$ cat src/rtl/mii_tx_fifo_ser_if.sv
// Byte-side write handshake of the MII/RMII transmit serializer.
// The frame transmitter is the master, the serializer is the slave.
interface mii_tx_fifo_ser_if;
  logic       txen_i;
  logic       eof_i;
  logic [7:0] dat_i;
  logic       rdy_o;

  modport master (
    output txen_i, eof_i, dat_i,
    input  rdy_o
  );

  modport slave (
    input  txen_i, eof_i, dat_i,
    output rdy_o
  );
endinterface

$ cat src/rtl/mii_tx_fifo_ser.sv
// MII/RMII transmit FIFO and LS-first symbol serializer with
// start threshold, underrun TX_ER, overflow drop and IFG timing.
module mii_tx_fifo_ser #(
  parameter int DEPTH_LOG2 = 2,
  parameter int OW         = 4,
  parameter int START_TH   = 2,
  parameter int IFG_CYC    = 24
) (
  input  logic                  txclk_i,
  input  logic                  rst,
  mii_tx_fifo_ser_if.slave      wr,
  output logic [OW-1:0]         dat_o,
  output logic                  txen_o,
  output logic                  txerr_o,
  output logic                  ovf_o,
  output logic                  unf_o,
  input  logic                  err_clr_i,
  output logic [DEPTH_LOG2:0]   lvl_o
);

  localparam int DEPTH = 1 << DEPTH_LOG2;
  localparam int LW    = DEPTH_LOG2 + 1;
  localparam int NSL   = 8 / OW;
  localparam int GW    = $clog2(IFG_CYC + 1);
  localparam logic [1:0] LAST = 2'(NSL - 1);

  typedef enum logic [1:0] {IDLE, SEND, UNDER, GAP} st_t;

  logic [8:0]            mem [DEPTH];
  logic [DEPTH_LOG2-1:0] waddr, raddr;
  logic [LW-1:0]         ecnt;
  logic [1:0]            sidx, sidx_n;
  logic [GW-1:0]         gcnt, gcnt_n;
  logic                  lst_eof, lst_eof_n;
  st_t                   st, st_n;
  logic [OW-1:0]         dat_n;
  logic                  txen_n, txerr_n;
  logic                  pop, wr_en, ovf_set, unf_set;
  logic [8:0]            head;

  function automatic logic [OW-1:0] slc(input logic [7:0] b,
                                        input logic [1:0] i);
    return b[int'(i)*OW +: OW];
  endfunction

  assign wr.rdy_o = (lvl_o != LW'(DEPTH));
  assign wr_en    = wr.txen_i & wr.rdy_o;
  assign ovf_set  = wr.txen_i & ~wr.rdy_o;
  assign head     = mem[raddr];

  // FIFO storage: tag each byte with its end-of-frame bit
  always_ff @(posedge txclk_i) begin
    if (wr_en) mem[waddr] <= {wr.eof_i, wr.dat_i};
  end

  // Read-side FSM: next state, registered symbol outputs and pop
  always_comb begin
    st_n      = st;
    sidx_n    = sidx;
    gcnt_n    = gcnt;
    lst_eof_n = lst_eof;
    dat_n     = dat_o;
    txen_n    = txen_o;
    txerr_n   = txerr_o;
    pop       = 1'b0;
    unf_set   = 1'b0;
    unique case (st)
      IDLE: begin
        dat_n   = '0;
        txen_n  = 1'b0;
        txerr_n = 1'b0;
        if (lvl_o >= LW'(START_TH) || ecnt != '0) begin
          st_n   = SEND;
          sidx_n = 2'd0;
          dat_n  = slc(head[7:0], 2'd0);
          txen_n = 1'b1;
        end
      end
      SEND: begin
        if (sidx != LAST) begin
          sidx_n = sidx + 2'd1;
          dat_n  = slc(head[7:0], sidx_n);
          if (sidx_n == LAST) begin
            pop       = 1'b1;
            lst_eof_n = head[8];
          end
        end else if (lst_eof) begin
          st_n   = GAP;
          txen_n = 1'b0;
          dat_n  = '0;
          gcnt_n = GW'(IFG_CYC - 1);
        end else if (lvl_o == '0) begin
          st_n    = UNDER;
          txen_n  = 1'b1;
          txerr_n = 1'b1;
          dat_n   = '0;
          unf_set = 1'b1;
        end else begin
          sidx_n = 2'd0;
          dat_n  = slc(head[7:0], 2'd0);
        end
      end
      UNDER: begin
        txen_n  = 1'b1;
        txerr_n = 1'b1;
        dat_n   = '0;
        if (lvl_o != '0) begin
          pop = 1'b1;
          if (head[8]) begin
            st_n    = GAP;
            txen_n  = 1'b0;
            txerr_n = 1'b0;
            gcnt_n  = GW'(IFG_CYC - 1);
          end
        end
      end
      GAP: begin
        txen_n  = 1'b0;
        txerr_n = 1'b0;
        dat_n   = '0;
        if (gcnt == '0) st_n = IDLE;
        else gcnt_n = gcnt - GW'(1);
      end
      default: st_n = IDLE;
    endcase
  end

  // State, pointers, occupancy and sticky status registers
  always_ff @(posedge txclk_i or posedge rst) begin
    if (rst) begin
      st      <= IDLE;
      waddr   <= '0;
      raddr   <= '0;
      lvl_o   <= '0;
      ecnt    <= '0;
      sidx    <= '0;
      gcnt    <= '0;
      lst_eof <= 1'b0;
      dat_o   <= '0;
      txen_o  <= 1'b0;
      txerr_o <= 1'b0;
      ovf_o   <= 1'b0;
      unf_o   <= 1'b0;
    end else begin
      st      <= st_n;
      sidx    <= sidx_n;
      gcnt    <= gcnt_n;
      lst_eof <= lst_eof_n;
      dat_o   <= dat_n;
      txen_o  <= txen_n;
      txerr_o <= txerr_n;
      if (wr_en) waddr <= waddr + DEPTH_LOG2'(1);
      if (pop)   raddr <= raddr + DEPTH_LOG2'(1);
      lvl_o <= lvl_o + LW'(wr_en) - LW'(pop);
      ecnt  <= ecnt + LW'(wr_en & wr.eof_i) - LW'(pop & head[8]);
      ovf_o <= ovf_set | (ovf_o & ~err_clr_i);
      unf_o <= unf_set | (unf_o & ~err_clr_i);
    end
  end

endmodule

$ cat src/flat_wrapper.sv
// flat-port wrapper written by rule: the top's interface ports become plain ports
module mii_tx_fifo_ser_flat 
#(
  parameter int DEPTH_LOG2 = 2,
  parameter int OW         = 4,
  parameter int START_TH   = 2,
  parameter int IFG_CYC    = 24
)
  (txclk_i, rst, dat_o, txen_o, txerr_o, ovf_o, unf_o, err_clr_i, lvl_o, wr_txen_i, wr_eof_i, wr_dat_i, wr_rdy_o);
  mii_tx_fifo_ser_if wr_i ();
  input  logic txclk_i;
  input  logic rst;
  output logic [OW-1:0] dat_o;
  output logic txen_o;
  output logic txerr_o;
  output logic ovf_o;
  output logic unf_o;
  input  logic err_clr_i;
  output logic [DEPTH_LOG2:0] lvl_o;
  input wire logic [$bits(wr_i.txen_i)-1:0] wr_txen_i;
  input wire logic [$bits(wr_i.eof_i)-1:0] wr_eof_i;
  input wire logic [$bits(wr_i.dat_i)-1:0] wr_dat_i;
  output wire logic [$bits(wr_i.rdy_o)-1:0] wr_rdy_o;
  assign wr_i.txen_i = wr_txen_i;
  assign wr_i.eof_i = wr_eof_i;
  assign wr_i.dat_i = wr_dat_i;
  assign wr_rdy_o = wr_i.rdy_o;
  mii_tx_fifo_ser #(.DEPTH_LOG2(DEPTH_LOG2), .OW(OW), .START_TH(START_TH), .IFG_CYC(IFG_CYC)) u_core (.txclk_i(txclk_i), .rst(rst), .wr(wr_i), .dat_o(dat_o), .txen_o(txen_o), .txerr_o(txerr_o), .ovf_o(ovf_o), .unf_o(unf_o), .err_clr_i(err_clr_i), .lvl_o(lvl_o));
endmodule
$ cat config.mk
export PLATFORM = sky130hd
export DESIGN_NAME = mii_tx_fifo_ser_flat
export DESIGN_NICKNAME = d
export VERILOG_FILES = /design/src/rtl/mii_tx_fifo_ser_if.sv /design/src/rtl/mii_tx_fifo_ser.sv /design/src/flat_wrapper.sv
export SDC_FILE = /design/constraint.sdc
export NUM_CORES = 1
export LEC_CHECK = 0
export CORE_UTILIZATION = 56
export CTS_BUF_LIST = sky130_fd_sc_hd__clkbuf_8
export DETAILED_ROUTE_END_ITERATION = 8
export GPL_ROUTABILITY_DRIVEN = 0
export PLACE_DENSITY = 0.77
export SKIP_CTS_REPAIR_TIMING = 1
export SLEW_MARGIN = 30
export SYNTH_ARGS = -nofsm -noshare
export SYNTH_HDL_FRONTEND = slang
export SYNTH_SLANG_ARGS = --single-unit
$ cat constraint.sdc
create_clock -name txclk_i -period 3.92 [get_ports txclk_i]
set_clock_uncertainty 0.05 [all_clocks]
set_input_delay 0.392 -clock txclk_i [delete_from_list [all_inputs] [get_ports txclk_i]]
set_output_delay 0.392 -clock txclk_i [all_outputs]
set_load 0.01 [all_outputs]
==> metrics, run 1 <==
Warnings, synthesis 0; most area-hungry cell type in the Yosys netlist edfxtp_1; worst path bufs/invs 2; RSZ-0062 raised after global routing false; largest net degree at the start of global routing 29; setup_tns 0 ns; Mean Syn Cell Area 13.6 um^2; Worst Hold Class in2async; Clk pwr share 0.241; sequential share of power 0.376; Finished Core Util 0.698; f_max 368 MHz; Hold Fails Final Rpt 0; clock buffer count from CTS 9; Placed Cells 315; CTS H-tree depth 3; family with the most delay on the worst path adder cells; Die Ht 76.3 um; Seq/Total Area, Yosys 0.577; Pwr per Cell Area 784 mW/mm^2; initial antenna violation count 0; Initial Util 0.593; total gr overflow 0; first-pass GRT wire length 9090 um; drt initial violations 157; CP Launch Type flip-flop; max incr delay on CP 0.61 ns; Post-DRT Antenna Nets 0; FILL cells 370; crit path cell chain inv_1 -> ha_1 -> nand2_1 -> a21boi_1 -> and2_1 -> ha_1 -> inv_1 -> ha_1 -> fa_1 -> xnor2_1 -> xnor2_1; post-synth net total 261; min cycle time layout 2.71 ns; I/O Buffers 24; CP most frequent cell ha_1; synth cell count leaders edfxtp_1, dfrtp_1, inv_1; status finished clean; worst slew pin tran 0.583 ns; Worst Path Max Fanout 16; Post-synth EDFFs 36; Top FF cell, synth edfxtp_1; Logic pwr share 0.383; Worst-Skew Late Latency 0.34 ns; slew margin rel. 0.611; Sink Count 64; CORE AREA 0.00520 mm^2; Die Footprint 0.00581 mm^2; WP data required 4.13 ns; share of layout cells above drive strength 1 0.123; Max-Cap Viols 0; slowest cell on the critical path dfrtp_1; Clock Pin Slew Worst Setup and Hold Paths 0.07 ns; Vias 1891; Max Transition Viols Final 0; vias per cell 5.71; WL final 5260 um; Final setup viols 0; leak pwr 1.44 nW; worst vdd ir 0.492 mV; GRT Overall Usage 0.209; DRC 0; Crit. End Element flip-flop; Synth Instances 227; I/O pin cnt 25; Post-Syn Area 0.00309 mm^2; top-count cell post-synth edfxtp_1; post-DR wirelength/cell 15.9 um; TritonCTS clock tree done; crit path kind reg2reg; P&R area growth vs syn 17.6%; die span in x 76.3 um; post-synth top area share 0.350; Yosys cell types 50; Seq cells post-synth 64; vias in the first global route 1867; Final #Nets 290; NetSw 960 uW; Row Count 26; dpl hpwl 3670 um; CTS Buffer Depth 2; top cells by area, synth edfxtp_1, dfrtp_1, ha_1; root buf cell clkbuf_8; antenna cells 0; CP Data Arrival Time 2.92 ns; Tcrit/Tclk final 0.692; Internal 1.89 mW; Cell Count, Final, Fillers Out 331; Initial DRT Pass Iterations 5; Async SR Flop Fraction 0.438; switch share 0.337
## metal layers
layer,vias up,global-route usage,share of wire
li1,895,-,-
met1,946,0.285,0.46
met2,48,0.314,0.49
met3,2,0.0719,0.048
met4,0,0.0692,0.0055
met5,-,0,0
## power groups by stage
stage	Clock [mW]	Combinational, mW	Sequential [mW]
final	0.687	1.09	1.07
after global routing	0.734	1.23	1.10
after CTS	0.702	1.10	1.07
after detailed placement	0	1.10	1.08
after global placement	0	1.07	1.07
after floorplan	0	0.824	1.04
## cell type report
cell class	instances	area, um^2	area share
Sequential cell	64	1780	0.491
Multi-Input combinational cell	132	1180	0.325
Timing Repair Buffer	25	248	0.0682
Clock buffer	10	138	0.0379
Clock inverter	6	108	0.0296
Inverter	24	90.1	0.0248
Tap cell	70	87.6	0.0241
## layout by cell type, fill, tap and decap left out, types with 2 or more instances in the layout
| master | synthesis | routed |
|---|---|---|
| dfrtp_1 | 28 | 28 |
| o21ai_0 | 6 | 6 |
| o2111ai_1 | 2 | 2 |
| a21boi_1 | 2 | 2 |
| nor2b_1 | 5 | 5 |
| nand2b_1 | 2 | 2 |
| or3b_1 | 2 | 2 |
| and3_1 | 3 | 3 |
| a41oi_1 | 3 | 3 |
| a22o_1 | 2 | 2 |
| o311ai_1 | 4 | 4 |
| xnor2_1 | 5 | 5 |
| nand3_1 | 3 | 3 |
| clkbuf_8 | 0 | 10 |
| ha_1 | 19 | 19 |
| clkdlybuf4s50_1 | 0 | 24 |
| nand2_1 | 12 | 12 |
| fa_1 | 2 | 2 |
| inv_1 | 23 | 23 |
| nor3_1 | 4 | 4 |
| edfxtp_1 | 36 | 36 |
| bufinv_16 | 0 | 3 |
| nor2_1 | 5 | 5 |
| and2_1 | 6 | 6 |
| a31oi_1 | 2 | 2 |
| inv_2 | 1 | 2 |
| o21ai_1 | 6 | 6 |
| o21a_1 | 5 | 5 |
| mux2_1 | 3 | 3 |
| mux4_2 | 9 | 9 |
## logic make-up (layout without fill, tap and decap cells)
kind of cell / Yosys count / count (layout) / synth area share
DFF: 64 / 64 / 0.577
and+or+nand+nor: 49 / 49 / 0.0924
AOI/OAI and AO/OA: 42 / 42 / 0.0993
buffers and inverters: 31 / 65 / 0.0409
adders and majority gates: 21 / 21 / 0.0900
muxes: 14 / 14 / 0.0835
xor gates and xnor gates: 6 / 6 / 0.0170
## registers in the layout, indices dropped and copies added, names as in the netlist, 2 cells and up
register	cells
u_core.dat_o	4
u_core.ecnt	3
u_core.gcnt	5
u_core.lvl_o	3
u_core.mem	36
u_core.raddr	2
u_core.sidx	2
u_core.st	2
u_core.waddr	2
## path summary, 6_finish.rpt
path	cells after the start	slack, ns	startpoint	endpoint
worst max-delay path	11	1.21	u_core.sidx[0]$_DFFE_PP0P_	u_core.ecnt[2]$_DFF_PP0_
worst min-delay path	2	0.39	rst	u_core.lst_eof$_DFFE_PP0P_
worst max register to register	11	1.21	u_core.sidx[0]$_DFFE_PP0P_	u_core.ecnt[2]$_DFF_PP0_
worst min register to register	2	0.48	u_core.ovf_o$_DFF_PP0_	u_core.ovf_o$_DFF_PP0_
max in group asynchronous	2	3.04	rst	u_core.unf_o$_DFF_PP0_
min in group txclk_i	2	0.48	u_core.ovf_o$_DFF_PP0_	u_core.ovf_o$_DFF_PP0_
## per-stage QoR
stage                     total power, mW  setup WS [ns]  hold WS [ns]  area (um^2)
after floorplan                      1.86           1.31         0.407         3090
after global placement               2.14           1.29         0.462         3390
after detailed placement             2.18           1.25         0.467         3390
after CTS                            2.87           1.21         0.405         3630
after global routing                 3.06          0.964         0.448         3630
final                                2.85           1.21         0.390         3630
(Power assumes the default switching activity.)
==> run 2: changes to the inputs <==
- clock period: 3.92 -> 2.7 ns (I/O delays scaled with it)
==> run 2 against run 1 <==
  * Via count shrank 0.37%
  * Critical path depth shrank 1
  * Register-to-register slack lost 0.95 ns
  * Non-clock buffer count grew 5
  * Die area is the same
  * Sequential power grew 40%
  * Hold slack lost 0.15 ns
  * Flip-flop and latch count is the same
  * Clock power grew 17%
  * Core utilization shrank 0.24 points
==> metrics, run 2 (synthesized netlist as in run 1, its figures left out) <==
vias per cell 5.61; WL final 5160 um; Logic pwr share 0.419; WP data required 2.91 ns; NetSw 1.40 mW; Initial Util 0.593; setup_tns 0 ns; leak pwr 1.43 nW; most frequent cells in the layout edfxtp_1, dfrtp_1, clkdlybuf4s50_1; clock buffer count from CTS 9; largest net degree at the start of global routing 29; commonest non-fill, non-tap cell in the layout edfxtp_1; Worst Path Max Fanout 5; FF/Latch Area 0.00178 mm^2; Clock Pin Slew Worst Setup and Hold Paths 0.07 ns; first-pass GRT wire length 8980 um; drt initial violations 86; reg2reg start u_core.st[0]$_DFFE_PP0P_; CP most frequent cell ha_1; dpl hpwl 3720 um; vias in the first global route 1874; Tcrit/Tclk final 0.906; max reg flops 36; Largest Register u_core.mem; Multi-input gate area 0.00118 mm^2; Hold Fails Final Rpt 0; share of layout cells above drive strength 1 0.135; Crit. End Element flip-flop; die span in x 76.3 um; Worst Reg-to-Reg Cells 10; Worst-Skew Late Latency 0.34 ns; Internal 2.57 mW; status finished clean; RSZ-0062 raised after global routing false; FILL cells 359; min cycle time layout 2.45 ns; Final #Nets 295; slowest cell on the critical path dfrtp_1; CORE AREA 0.00520 mm^2; initial antenna violation count 0; CTS Buffer Depth 2; Final setup viols 0; sequential share of power 0.378; CP Data Arrival Time 2.66 ns; total gr overflow 0; crit path cell chain inv_1 -> ha_1 -> a21boi_1 -> and2_1 -> ha_1 -> inv_1 -> ha_1 -> fa_1 -> xnor2_1 -> xnor2_1; P&R area growth vs syn 17.2%; Worst Hold Class in2async; CTS H-tree depth 3; antenna cells 0; Max-Cap Viols 0; R2R setup slack 0.25 ns; Clk pwr share 0.203; I/O Buffers 24; worst slew pin tran 0.563 ns; CP Launch Type flip-flop; biggest regs u_core.mem x36, u_core.gcnt x5, u_core.dat_o x4; Placed Cells 320; Post-DRT Antenna Nets 0; crit path kind reg2reg; Cell Count, Final, Fillers Out 336; worst vdd ir 0.736 mV; Initial DRT Pass Iterations 4; worst path bufs/invs 2; Pwr per Cell Area 1100 mW/mm^2; total power 3.97 mW; Sink Count 64; TritonCTS clock tree done; max incr delay on CP 0.41 ns; RR Endpoint u_core.ecnt[2]$_DFF_PP0_; Row Count 26; I/O pin cnt 25; DRC 0; f_max 409 MHz; Vias 1884; family with the most delay on the worst path adder cells; Max Transition Viols Final 0; slew margin rel. 0.620; post-DR wirelength/cell 15.3 um; switch share 0.353; Die Ht 76.3 um; root buf cell clkbuf_8; Die Footprint 0.00581 mm^2; GRT Overall Usage 0.206
run 2: how the worst max path moves through the flow:
stage | start | endpoint | slack [ns] | depth (start not counted)
floorplan | u_core.sidx[0]$_DFFE_PP0P_ | u_core.ecnt[2]$_DFF_PP0_ | 0.09 | 12
global placement | u_core.st[0]$_DFFE_PP0P_ | u_core.ecnt[2]$_DFF_PP0_ | 0.30 | 10
detailed placement | u_core.st[0]$_DFFE_PP0P_ | u_core.ecnt[2]$_DFF_PP0_ | 0.28 | 10
CTS | u_core.st[0]$_DFFE_PP0P_ | u_core.ecnt[2]$_DFF_PP0_ | 0.24 | 10
global route | u_core.st[0]$_DFFE_PP0P_ | u_core.ecnt[2]$_DFF_PP0_ | 0.09 | 10
finish | u_core.st[0]$_DFFE_PP0P_ | u_core.ecnt[2]$_DFF_PP0_ | 0.25 | 10
run 2: tightest hold or removal path: stages:
cell             delay (ns)
clkdlybuf4s50_1        0.39
inv_1                  0.05
buf_4                  0.33
run 2: per-layer routing:
layer	GRT usage	part of all wire	vias up
li1	-	-	909
met1	0.272	0.44	920
met2	0.320	0.49	44
met3	0.0539	0.053	11
met4	0.100	0.014	0
met5	0	0	-
run 2: through the flow:
step / utilization / area, um^2 / worst slack (ns) / hold slack (ns)
global route: 0.695 / 3620 / 0.0900 / 0.324
global placement: 0.658 / 3420 / 0.304 / 0.457
CTS: 0.695 / 3620 / 0.243 / 0.248
finish: 0.695 / 3620 / 0.253 / 0.236
detailed placement: 0.658 / 3420 / 0.280 / 0.468
floorplan: - / 3090 / 0.0934 / 0.285
run 2: power by group through the flow:
stage / Clock [mW] / Combinational (mW) / Sequential, mW
CTS: 0.821 / 1.69 / 1.50
global route: 0.870 / 1.87 / 1.53
global placement: 0 / 1.66 / 1.51
finish: 0.805 / 1.66 / 1.50
detailed placement: 0 / 1.68 / 1.52
floorplan: 0 / 1.20 / 1.51
run 2: cell type report:
type                            instances  area share
Inverter                               24      0.0249
Timing Repair Buffer                   30      0.0788
Tap cell                               70      0.0242
Clock inverter                          7      0.0197
Multi-Input combinational cell        132       0.326
Clock buffer                            9      0.0342
Sequential cell                        64       0.492
